### src/rtl/cpu0_pkg.sv
// Shared cpu0 constants: datapath widths, ISA opcodes and the feeder state encoding.
package cpu0_pkg;

  localparam int PC_W    = 13;
  localparam int INSTR_W = 16;

  localparam logic [3:0] OP_NOP  = 4'h0;
  localparam logic [3:0] OP_ADD  = 4'h1;
  localparam logic [3:0] OP_SUB  = 4'h2;
  localparam logic [3:0] OP_LDI  = 4'h3;
  localparam logic [3:0] OP_JMP  = 4'h4;
  localparam logic [3:0] OP_HALT = 4'hF;

  typedef enum logic [2:0] {
    ST_IDLE,
    ST_RUN,
    ST_WAIT_HALT,
    ST_DONE,
    ST_ERR
  } feeder_state_e;

  function automatic logic [3:0] opcode_of(input logic [INSTR_W-1:0] instr);
    return instr[INSTR_W-1:INSTR_W-4];
  endfunction

endpackage

### src/rtl/cpu0_pc_checker.sv
// Delays each issued instruction's expected PC by two cycles to line it up with the
// host's registered pc_out, and latches any disagreement until reset.
module cpu0_pc_checker
  import cpu0_pkg::*;
(
  input  logic            clk,
  input  logic            pon_rst_n_i,
  input  logic            push_i,
  input  logic [PC_W-1:0] exp_pc_i,
  input  logic [PC_W-1:0] pc_i,
  output logic            mismatch_o
);

  logic            s1_vld_q, s2_vld_q;
  logic [PC_W-1:0] s1_pc_q, s2_pc_q;
  logic            mismatch_q;

  always_ff @(posedge clk or negedge pon_rst_n_i) begin
    if (!pon_rst_n_i) begin
      s1_vld_q   <= 1'b0;
      s2_vld_q   <= 1'b0;
      s1_pc_q    <= '0;
      s2_pc_q    <= '0;
      mismatch_q <= 1'b0;
    end else begin
      s1_vld_q <= push_i;
      s1_pc_q  <= exp_pc_i;
      s2_vld_q <= s1_vld_q;
      s2_pc_q  <= s1_pc_q;
      if (s2_vld_q && (s2_pc_q != pc_i)) mismatch_q <= 1'b1;
    end
  end

  assign mismatch_o = mismatch_q;

endmodule

### src/rtl/cpu0_instr_feeder.sv
// Loadable program store that issues one cpu0 instruction per enabled cycle, follows
// the program flow with a shadow PC and cross-checks the host's PC.
module cpu0_instr_feeder
  import cpu0_pkg::*;
#(
  parameter int DEPTH_LOG2 = 6,
  parameter int CNT_W      = 16
) (
  input  logic                  clk,
  input  logic                  pon_rst_n_i,
  input  logic                  ld_valid_i,
  input  logic [DEPTH_LOG2-1:0] ld_addr_i,
  input  logic [INSTR_W-1:0]    ld_data_i,
  output logic                  ld_ready_o,
  input  logic                  start_i,
  input  logic                  issue_en_i,
  input  logic [PC_W-1:0]       pc_i,
  input  logic                  halt_i,
  output logic [INSTR_W-1:0]    instruction_o,
  output logic                  instr_valid_o,
  output logic                  done_o,
  output logic                  err_o,
  output logic                  pc_mismatch_o,
  output logic [CNT_W-1:0]      issued_cnt_o
);

  logic [INSTR_W-1:0] mem [2**DEPTH_LOG2];

  feeder_state_e      state_q;
  logic [PC_W-1:0]    pc_q, pc_d;
  logic [INSTR_W-1:0] instr_q;
  logic               valid_q, done_q, err_q;
  logic [CNT_W-1:0]   cnt_q;
  logic [INSTR_W-1:0] fetch_word;
  logic               pc_in_range;

  // Store is deliberately not reset so a program survives pon_rst_n_i.
  always_ff @(posedge clk) begin
    if (ld_valid_i && (state_q == ST_IDLE)) mem[ld_addr_i] <= ld_data_i;
  end

  assign pc_in_range = ~|pc_q[PC_W-1:DEPTH_LOG2];
  assign fetch_word  = mem[pc_q[DEPTH_LOG2-1:0]];

  always_comb begin
    pc_d = pc_q + PC_W'(1);
    if (opcode_of(fetch_word) == OP_JMP)       pc_d = fetch_word[PC_W-1:0];
    else if (opcode_of(fetch_word) == OP_HALT) pc_d = pc_q;
  end

  always_ff @(posedge clk or negedge pon_rst_n_i) begin
    if (!pon_rst_n_i) begin
      state_q <= ST_IDLE;
      pc_q    <= '0;
      instr_q <= '0;
      valid_q <= 1'b0;
      done_q  <= 1'b0;
      err_q   <= 1'b0;
      cnt_q   <= '0;
    end else begin
      valid_q <= 1'b0;
      case (state_q)
        ST_IDLE: begin
          if (start_i) begin
            state_q <= ST_RUN;
            pc_q    <= '0;
          end
        end
        ST_RUN: begin
          if (!pc_in_range) begin
            state_q <= ST_ERR;
            err_q   <= 1'b1;
          end else if (issue_en_i) begin
            instr_q <= fetch_word;
            valid_q <= 1'b1;
            pc_q    <= pc_d;
            if (cnt_q != '1) cnt_q <= cnt_q + CNT_W'(1);
            if (opcode_of(fetch_word) == OP_HALT) state_q <= ST_WAIT_HALT;
          end
        end
        ST_WAIT_HALT: begin
          if (halt_i) begin
            state_q <= ST_DONE;
            done_q  <= 1'b1;
          end
        end
        default: ;
      endcase
    end
  end

  // While valid_q is high, pc_q already holds that instruction's successor PC.
  cpu0_pc_checker u_pc_checker (
    .clk         (clk),
    .pon_rst_n_i (pon_rst_n_i),
    .push_i      (valid_q),
    .exp_pc_i    (pc_q),
    .pc_i        (pc_i),
    .mismatch_o  (pc_mismatch_o)
  );

  assign ld_ready_o    = (state_q == ST_IDLE);
  assign instruction_o = instr_q;
  assign instr_valid_o = valid_q;
  assign done_o        = done_q;
  assign err_o         = err_q;
  assign issued_cnt_o  = cnt_q;

endmodule

### config.mk
export PLATFORM = sky130hd
export DESIGN_NAME = cpu0_instr_feeder
export DESIGN_NICKNAME = d
export VERILOG_FILES = /design/src/rtl/cpu0_pkg.sv /design/src/rtl/cpu0_pc_checker.sv /design/src/rtl/cpu0_instr_feeder.sv
export SDC_FILE = /design/constraint.sdc
export NUM_CORES = 1
export LEC_CHECK = 0
export CAP_MARGIN = 10
export CORE_MARGIN = 2
export CORE_UTILIZATION = 55
export DETAILED_ROUTE_END_ITERATION = 8
export PLACE_DENSITY_LB_ADDON = 0.3
export SLEW_MARGIN = 20
export SYNTH_ARGS = -nofsm -noshare
export SYNTH_HDL_FRONTEND = slang
export SYNTH_SLANG_ARGS = --single-unit
### constraint.sdc
create_clock -name clk -period 9.7 [get_ports clk]
set_input_delay 0.97 -clock clk [delete_from_list [all_inputs] [get_ports clk]]
set_output_delay 0.97 -clock clk [all_outputs]
set_load 0.005 [all_outputs]
==> results of run 1 <==
-- cell type report --
| type | count | share of cell area (%) |
|---|---|---|
| Inverter | 7 | 0.0548 |
| Timing Repair Buffer | 161 | 2.92 |
| Sequential cell | 1104 | 68.3 |
| Clock inverter | 50 | 0.714 |
| Tap cell | 1030 | 2.69 |
| Clock buffer | 144 | 6.35 |
| Multi-Input combinational cell | 655 | 19.0 |
-- cell usage in the layout (no fill, tap or decap), drive strengths merged, types with 3 or more instances in the layout --
cell type,n
nor3b,3
clkinv,37
nor3,6
a22oi,12
buf,101
a221oi,4
clkdlybuf4s50,60
nand4,8
mux2i,21
bufinv,3
xnor2,18
mux2,4
and2,7
dfrtp,80
nand2,63
edfxtp,1024
o21ai,15
o22ai,8
nand2b,3
inv,15
nor4,5
nand3,17
nor2b,7
a222oi,4
nor2,80
nand3b,3
mux4,315
clkbuf,144
a21o,5
or2,4
a21oi,6
xor2,9
and3,5
-- state kept, by name (all words and copies together) (netlist names), 3 cells and up --
signal                count
issued_cnt_o             16
mem                    1024
u_pc_checker.s2_pc_q     13
instruction_o            16
state_q                   3
pc_q                     13
u_pc_checker.s1_pc_q     13
-- layer usage --
layer	track usage [%]	up-vias	routed length [um]
met5	0	-	13
met2	40.4	1191	47400
met3	4.53	161	9900
met1	36.5	10634	37400
met4	7.84	2	2630
li1	-	8179	-
-- critical path: stages, from the launching register on --
cell	delay, ns
dfrtp_4	0.73
buf_12	0.47
buf_4	0.62
mux4_2	0.40
a22oi_1	0.33
a21oi_1	0.19
a221oi_1	0.50
nand4b_1	0.90
mux2_2	0.59
a221o_1	0.26
-- cell families after synthesis --
kind of cell,after synthesis
muxes,340
xor gates and xnor gates,27
and+or+nand+nor,219
buffers and inverters,100
AOI/OAI and AO/OA,67
adders and majority gates,2
DFF,1104
-- how the worst min path moves through the flow --
stage                                                  start                                 end  slack, ns  depth (start not counted)
after detailed placement  u_pc_checker.s1_pc_q[11]$_DFF_PN0_  u_pc_checker.s2_pc_q[11]$_DFF_PN0_       0.33                          0
after CTS                  u_pc_checker.s1_pc_q[8]$_DFF_PN0_   u_pc_checker.s2_pc_q[8]$_DFF_PN0_       0.34                          0
after global routing      u_pc_checker.s1_pc_q[10]$_DFF_PN0_  u_pc_checker.s2_pc_q[10]$_DFF_PN0_       0.36                          0
final                                            pon_rst_n_i  u_pc_checker.s2_pc_q[11]$_DFF_PN0_       0.34                          1
after floorplan            u_pc_checker.s1_pc_q[0]$_DFF_PN0_   u_pc_checker.s2_pc_q[0]$_DFF_PN0_       0.33                          0
after global placement     u_pc_checker.s1_pc_q[5]$_DFF_PN0_   u_pc_checker.s2_pc_q[5]$_DFF_PN0_       0.34                          0
-- cells in the mapped netlist (4+ instances only) --
cell type,n
edfxtp_1,1024
mux4_2,315
dfrtp_1,80
nor2_1,80
nand2_1,63
clkbuf_1,31
buf_2,28
mux2i_1,21
xnor2_1,18
nand3_1,17
buf_4,15
o21ai_0,15
buf_1,13
a22oi_1,12
xor2_1,9
nand4_1,8
o22ai_1,8
and2_1,7
inv_1,7
nor2b_1,7
a21oi_1,6
buf_6,6
nor3_1,6
a21o_1,5
and3_1,5
nor4_1,5
a222oi_1,4
mux2_2,4
or2_2,4
-- metrics by stage --
step                hold WS (ns)  total power [mW]  cell area (sq um)
floorplan                  0.331              5.31              42400
global placement           0.336              5.40              44500
detailed placement         0.335              5.40              44500
CTS                        0.336              9.35              47900
global route               0.358              9.54              48000
finish                     0.341              9.29              48000
-- power by group --
group | switching [mW] | internal, mW
clock | 1.71 | 2.28
combinational | 0.0866 | 0.0168
sequential | 0 | 5.20
total | 1.80 | 7.50
==> summary.txt, run 1 <==
Clock tree
  • TritonCTS clock tree: yes
  • Hold-fix buffers, CTS: 0
  • Postcts setup bufs: 0
  • CTS max path bufs: 3
  • Clock slew at reported path FFs: around 0.06 ns
  • CTS resizes: 0
  • Clk sinks: approximately 1100
  • Clock Latency Late Sink: between 0.6 and 0.7 ns
  • Clock root buffer: clkbuf_16
  • Htree depth: 3
  • CTS Buf Count: between 100 and 150

Synth
  • Seq/Total Area, Yosys: around 77%
  • Cell Area, Synth: 42400 sq um
  • Cells after Synth: approximately 1900
  • Area leader, netlist: edfxtp_1
  • Syn avg cell area: between 20 and 25 sq um
  • Largest family of logic cells by synthesized area: multiplexers
  • Simple-gate share of the synthesized area: about 2.4%
  • Synth unique cells: 51
  • Post-synthesis xor/xnor area fraction: less than 1%
  • Syn_nets: between 1500 and 2000
  • Post-synthesis mux area share: around 17%
  • Post-Synth Adder-Cell Area: 0.0591%
  • Post-synth EDFFs: 1024
  • Compound-gate portion of the synthesized area: under 10%
  • Synth Register Bits: 1104
  • Asr flop ratio synth: 7.25%
  • Total number of yosys warnings: 0
  • Synth Flop Type: edfxtp_1
  • Post-synth top area share: between 70 and 80%
  • Synth area leaders: edfxtp_1 (73%), mux4_2 (17%), dfrtp_1 (4.7%), nor2_1 (0.71%), nand2_1 (0.56%)

Floorplan
  • DIE AREA: a little under 80000 sq um
  • Die H: approximately 280 um
  • Initial Utilization: roughly 56%
  • Row count: 101
  • Die Wd: between 200 and 300 um
  • I/O Pins: 78
  • CORE AREA: between 70000 and 80000 sq um

STA
  • Slew headroom: 31.8%
  • Total Negative Setup Slacks: 0 ns
  • Worst Skew: around 0.021 ns
  • Final worst path period need: ~5.4 ns
  • Final setup fails: 0
  • Final period util: 55.7%
  • RSZ-0062 raised after global routing: no
  • Fmax: between 150 and 200 MHz
  • Final Worst Setup Slack: 4.29 ns
  • Endpoints failing hold: 0
  • Max-slew violation count: 0
  • Tightest Pin Transition: about 1.0 ns

Placement
  • Pre-CTS WS: about 4.4 ns
  • HPWL after DPL: 55200 um
  • Cell count after placement: between 2000 and 3000
  • Placer Congestion: between 0.8 and 0.9
  • # port buffers: 77

Critical path
  • Reg-to-reg startpoint: pc_q[1]$_DFFE_PN0P_
  • FF-to-FF End: pc_q[4]$_DFFE_PN0P_
  • Critical path class: reg -> reg
  • CP Max Fanout: 104
  • CP Capture Type: register
  • Nature of the critical path startpoint: register
  • CP startpoint: pc_q[1]$_DFFE_PN0P_
  • R2R Setup Slk: 4.29 ns
  • CP endpoint: pc_q[4]$_DFFE_PN0P_
  • Crit path DAT: 5.95 ns
  • Worst R2R Path Depth: 9
  • CP Data Required Time: slightly above 10 ns

Final layout
  • Area delta synth->final: 13.3%
  • Area of the multi-input gates: ~9100 sq um
  • Core Util, Final: about 63%
  • Final nets: roughly 2100
  • Fill cells: roughly 5000
  • FF+latch area: approximately 33000 sq um
  • Layout cell share with drive strength beyond 1: around 28%
  • # diodes: 0
  • Final Instance Count excl. Fillers: roughly 3200

Status
  • Status: finished clean

Drt
  • 1st-pass router iterations: 6
  • Post-DRT Antenna Nets: 0
  • Via density: ~6.4
  • WL final: around 100000 um
  • Vias: roughly 20000
  • DR WL/cell: around 31 um
  • Residual DRC: 0
  • 1st-iter DRT viols: 2598

Hold path
  • Hold Crit Class: in -> async

GRT
  • Vias in the first global route: ~21000
  • Pin count of the biggest net entering global routing: between 100 and 150
  • First-pass GRT wire length: ~140000 um
  • Initial antenna violation count: 3
  • Total grt overflow: 0
  • Total track usage: between 20 and 30%

Pwr
  • Power per cell area: between 150 and 200 nW/um^2
  • Maximum VDD drop: 0.168 mV
  • Leakage: 15.2 nW

Job
  • Maxcap violations: 0
Power figures use the tool's default switching activity.
==> run 2: changes to the inputs <==
==> constraint.sdc (replaced) <==
create_clock -name clk -period 4.9 [get_ports clk]
set_input_delay 0.49 -clock clk [delete_from_list [all_inputs] [get_ports clk]]
set_output_delay 0.49 -clock clk [all_outputs]
set_load 0.005 [all_outputs]
==> summary.txt, run 2 (synthesis results as in run 1) <==
Status
  • Status: finished with violations
  • Failing checks: negative hold slack

Clock tree
  • Htree depth: 3
  • Clk sinks: 1104
  • Clock slew at reported path FFs: roughly 0.060 ns
  • CTS max path bufs: 3
  • Postcts setup bufs: 0
  • Clock Latency Late Sink: 0.67 ns
  • Hold-fix buffers, CTS: 0
  • CTS Buf Count: 106
  • TritonCTS clock tree: yes
  • Clock root buffer: clkbuf_16
  • CTS resizes: 0

Final layout
  • Area delta synth->final: 13.5%
  • Layout cell share with drive strength beyond 1: between 20% and 30%
  • Commonest non-fill, non-tap cell in the layout: edfxtp_1
  • Max reg flops: approximately 1000
  • Final Instance Count excl. Fillers: roughly 3200
  • Most frequent cells in the layout: edfxtp_1 (1024), mux4_2 (315), buf_4 (114), clkbuf_16 (111), nor2_1 (80)
  • Final nets: 2100
  • Largest reg by FF count: mem
  • Core Util, Final: between 60% and 70%

Drt
  • 1st-pass router iterations: 6
  • Via density: approximately 6.4
  • Residual DRC: 0
  • 1st-iter DRT viols: 2913
  • WL final: between 90000 and 100000 um
  • Post-DRT Antenna Nets: 0
  • Vias: between 20000 and 25000
  • DR WL/cell: around 30 um

Critical path
  • Crit path DAT: roughly 4.6 ns
  • Critical path class: reg -> reg
  • R2R Setup Slk: ~0.87 ns
  • FF-to-FF End: pc_q[4]$_DFFE_PN0P_
  • CP Max Fanout: 40
  • Nature of the critical path startpoint: register
  • Worst R2R Path Depth: 8
  • CP Data Required Time: about 5.5 ns
  • Reg-to-reg startpoint: pc_q[0]$_DFFE_PN0P_
  • CP Capture Type: register

GRT
  • Total track usage: 25.5%
  • Pin count of the biggest net entering global routing: between 80 and 90
  • First-pass GRT wire length: about 140000 um
  • Vias in the first global route: ~20000
  • Initial antenna violation count: 5
  • Total grt overflow: 0

Placement
  • Placer Congestion: 0.875
  • HPWL after DPL: roughly 57000 um
  • Cell count after placement: around 3000
  • # port buffers: 77

Hold path
  • Hold Crit Class: in -> async

STA
  • Slew headroom: roughly a third
  • Max-slew violation count: 0
  • Fmax: ~250 MHz
  • Final worst path period need: 4.03 ns
  • Tightest Pin Transition: a little under 1 ns
  • Final period util: 82.2%
  • RSZ-0062 raised after global routing: no
  • Total Negative Setup Slacks: 0 ns
  • Worst Hold Slack: -0.0106 ns
  • Final setup fails: 0
  • Endpoints failing hold: 11
  • Worst Skew: 0.0284 ns

Pwr
  • Leakage: 15.2 nW
  • Power per cell area: ~380 nW/um^2
  • Maximum VDD drop: between 0.3 and 0.4 mV
  • Total power: 18.3 mW

Floorplan
  • Die Wd: approximately 280 um
  • Die H: about 280 um
  • I/O Pins: between 70 and 80
  • Initial Utilization: between 50 and 60%
  • Row count: 101
  • DIE AREA: approximately 79000 sq um
  • CORE AREA: roughly 76000 sq um

Job
  • Maxcap violations: 0
[run 2: per-layer routing]
metal,global-route usage (%),part of all wire [%],vias up
met2,39.9,48,1201
met1,37.7,39,10745
met4,6.12,2.2,8
met3,5.20,11,161
met5,0,0.047,-
li1,-,-,8238
[run 2: power breakdown]
part | total (mW) | switching [mW] | internal, mW
logic | 0.200 | 0.168 | 0.0318
registers | 10.3 | 0 | 10.3
clock network | 7.78 | 3.39 | 4.40
total | 18.3 | 3.55 | 14.7
[run 2: cell type report]
class                   count  area, sq um
clock buffers             153         3030
fillers                  4949        28000
diodes                      2         5.00
repair buffers            183         1560
inverters                   7         26.3
flip-flops and latches   1104        32800
multi-input cells         655         9110
clock inverters            45          314
well taps                1030         1290
[run 2: how the worst max path moves through the flow]
stage          depth (start not counted)           startpoint             endpoint  slack, ns
2_1_floorplan                         10  pc_q[1]$_DFFE_PN0P_  pc_q[3]$_DFFE_PN0P_       1.74
3_3_place_gp                           8  pc_q[0]$_DFFE_PN0P_  pc_q[4]$_DFFE_PN0P_       0.95
3_5_place_dp                           8  pc_q[0]$_DFFE_PN0P_  pc_q[4]$_DFFE_PN0P_       0.84
4_1_cts                                8  pc_q[0]$_DFFE_PN0P_  pc_q[4]$_DFFE_PN0P_       0.84
5_1_grt                                8  pc_q[0]$_DFFE_PN0P_  pc_q[4]$_DFFE_PN0P_       0.61
6_report                               8  pc_q[0]$_DFFE_PN0P_  pc_q[4]$_DFFE_PN0P_       0.87
[run 2: per-stage QoR]
step           area (sq um)  setup slack, ns
2_1_floorplan         42400             1.74
3_3_place_gp          44700            0.947
3_5_place_dp          44700            0.839
4_1_cts               48100            0.841
5_1_grt               48100            0.607
6_report              48100            0.872
[run 2: worst max-delay path: stages, from the launching register on]
cell	delay, ns
dfrtp_4	0.93
buf_12	0.39
mux4_2	0.55
o22ai_1	0.27
nor2_1	0.17
a221oi_1	0.52
nand4b_1	0.36
buf_4	0.31
a221o_1	0.35
==> run 3: changes to the inputs <==
==> constraint.sdc (replaced) <==
create_clock -name clk -period 4.13 [get_ports clk]
set_input_delay 0.413 -clock clk [delete_from_list [all_inputs] [get_ports clk]]
set_output_delay 0.413 -clock clk [all_outputs]
set_load 0.005 [all_outputs]
==> summary.txt, run 3 (synthesis results as in run 1) <==
Status
  • Status: finished clean

Drt
  • Post-DRT Antenna Nets: 0
  • 1st-iter DRT viols: 2555
  • DR WL/cell: around 30 um
  • Top sig layer: met5
  • WL final: 97400 um
  • Met1 wire length: approximately 38000 um
  • Met3 routed WL: roughly 9900 um
  • Vias: 20350
  • 1st-pass router iterations: 5
  • Via density: 6.35
  • Residual DRC: 0
  • WL met2: 47100 um

STA
  • Worst Skew: between 0.03 and 0.04 ns
  • Final worst path period need: 3.75 ns
  • Final period util: 90.8%
  • Slew headroom: a little under half
  • Final Worst Setup Slack: approximately 0.38 ns
  • Max-slew violation count: 0
  • Final setup fails: 0
  • RSZ-0062 raised after global routing: no
  • Total Negative Setup Slacks: 0 ns
  • Tightest Pin Transition: approximately 0.81 ns
  • Endpoints failing hold: 0
  • Fmax: about 270 MHz

Placement
  • HPWL after DPL: roughly 60000 um
  • Post-DP Area: 45000 sq um
  • Cell count after placement: approximately 3000
  • # port buffers: 77
  • Placer Congestion: ~0.86
  • Pre-CTS WS: between 0.4 and 0.5 ns

Critical path
  • Cell family with most CP delay: compound AO/OA/AOI/OAI gates
  • CP Data Required Time: about 4.7 ns
  • CP max stage delay: roughly 0.95 ns
  • Cell mode on critical path: buf_4
  • Nature of the critical path startpoint: register
  • Critical-path cell list: nor2b_1 > a22oi_1 > a21oi_1 > a221oi_1 > buf_4 > o41ai_2 > buf_4 > nand3_1 > o211ai_1
  • CP bufs+invs: 2
  • R2R Setup Slk: between 0.3 and 0.4 ns
  • CP Capture Type: register
  • Max stage delay cell, worst path: dfrtp_4
  • Critical path class: reg -> reg
  • CP Max Fanout: 36
  • Crit path DAT: approximately 4.4 ns

Floorplan
  • Row count: a little over 100
  • I/O Pins: 78
  • Initial Utilization: roughly 56%
  • Die Wd: around 280 um
  • Die H: 282 um
  • DIE AREA: roughly 79000 sq um
  • CORE AREA: approximately 76000 sq um

Final layout
  • Area of the multi-input gates: about 9000 sq um
  • Commonest non-fill, non-tap cell in the layout: edfxtp_1
  • Design Area, Final: just under 50000 sq um
  • Max reg flops: 1024
  • Fill cells: about 5000
  • Final Instance Count excl. Fillers: 3206
  • Most frequent cells in the layout: edfxtp_1 (1024), mux4_2 (315), buf_4 (134), clkbuf_16 (107), nor2_1 (80)
  • FF+latch area: approximately 33000 sq um
  • Final nets: around 2100
  • Area delta synth->final: 14.3%
  • Layout cell share with drive strength beyond 1: between 20% and 30%
  • Largest reg by FF count: mem

Clock tree
  • Htree depth: 3
  • TritonCTS clock tree: yes
  • Clk sinks: roughly 1100
  • Clock Latency Late Sink: between 0.6 and 0.7 ns
  • CTS max path bufs: 3
  • CTS resizes: 0
  • CTS Buf Count: about 110
  • Clock root buffer: clkbuf_16
  • Clock slew at reported path FFs: around 0.06 ns
  • Postcts setup bufs: 0

Pwr
  • Sequential share of power: 55.7%
  • Maximum VDD drop: 0.388 mV
  • Switching Power: ~4.3 mW
  • Clock share of power: 43.2%
  • Fraction of power spent switching nets: approximately a fifth
  • Int Power: around 18 mW
  • Leakage: 15.4 nW
  • Power per cell area: roughly 450 nW/um^2
  • Power share of the combinational group: under 10%

GRT
  • Pin count of the biggest net entering global routing: 81
  • Initial antenna violation count: 2
  • Vias in the first global route: around 21000
  • Total grt overflow: 0
  • Total track usage: between 20% and 30%
  • First-pass GRT wire length: approximately 140000 um

Job
  • Maxcap violations: 0

Hold path
  • Hold Crit Class: in -> reg
## run 3: changes by cell type in the layout (fill, tap and decap cells not counted), moves of 4 or more
cell       previous run  this run
clkbuf_16           111       107
clkbuf_1             33        29
bufinv_16             2         9
clkinv_1             18        22
clkbuf_8              9         3
buf_4               114       134
clkinv_2             15        21
buf_12                4         8
## run 3: cell type report
| type | instances | area share [%] |
|---|---|---|
| flip-flops and latches | 1104 | 67.7 |
| well taps | 1030 | 2.66 |
| diodes | 3 | 0.0155 |
| clock buffers | 139 | 5.84 |
| clock inverters | 59 | 1.20 |
| multi-input cells | 655 | 18.8 |
| repair buffers | 209 | 3.74 |
| inverters | 7 | 0.0543 |
## run 3: routing by layer
metal,track usage (%),vias up
met4,7.60,2
met1,36.6,10825
met2,40.0,1119
met3,5.06,135
li1,-,8269
met5,0,-
## run 3: through the flow
stage	hold slack, ns	power [mW]	utilization (%)
final	0.239	21.9	63.6
after global routing	0.284	22.5	63.6
after CTS	0.305	22.1	63.6
after detailed placement	0.335	12.7	59.1
after global placement	0.333	12.7	59.1
after floorplan	0.117	12.5	-
## run 3: repair_timing
| item | CTS | global route |
|---|---|---|
| hold buffers | 1 | 0 |
| endpoints found under the hold margin | 80 | 0 |
| endpoints found under the setup margin | 0 | 0 |
## run 3: power groups by stage
stage / logic [mW] / clock network [mW] / registers (mW)
2_1_floorplan: 0.0171 / 0 / 12.5
3_3_place_gp: 0.224 / 0 / 12.5
3_5_place_dp: 0.244 / 0 / 12.5
4_1_cts: 0.244 / 9.60 / 12.2
5_1_grt: 0.268 / 10.0 / 12.2
6_report: 0.245 / 9.47 / 12.2
## run 3: final timing paths
check	depth (start not counted)	from	end
max in group asynchronous	2	pon_rst_n_i	pc_q[2]$_DFFE_PN0P_
max reg2reg	9	pc_q[2]$_DFFE_PN0P_	pc_q[3]$_DFFE_PN0P_
max	9	pc_q[2]$_DFFE_PN0P_	pc_q[3]$_DFFE_PN0P_
min in group asynchronous	2	pon_rst_n_i	issued_cnt_o[8]$_DFFE_PN0P_
min reg2reg	0	u_pc_checker.s1_pc_q[3]$_DFF_PN0_	u_pc_checker.s2_pc_q[3]$_DFF_PN0_
min	1	ld_data_i[6]	mem[58][6]$_DFFE_PP_
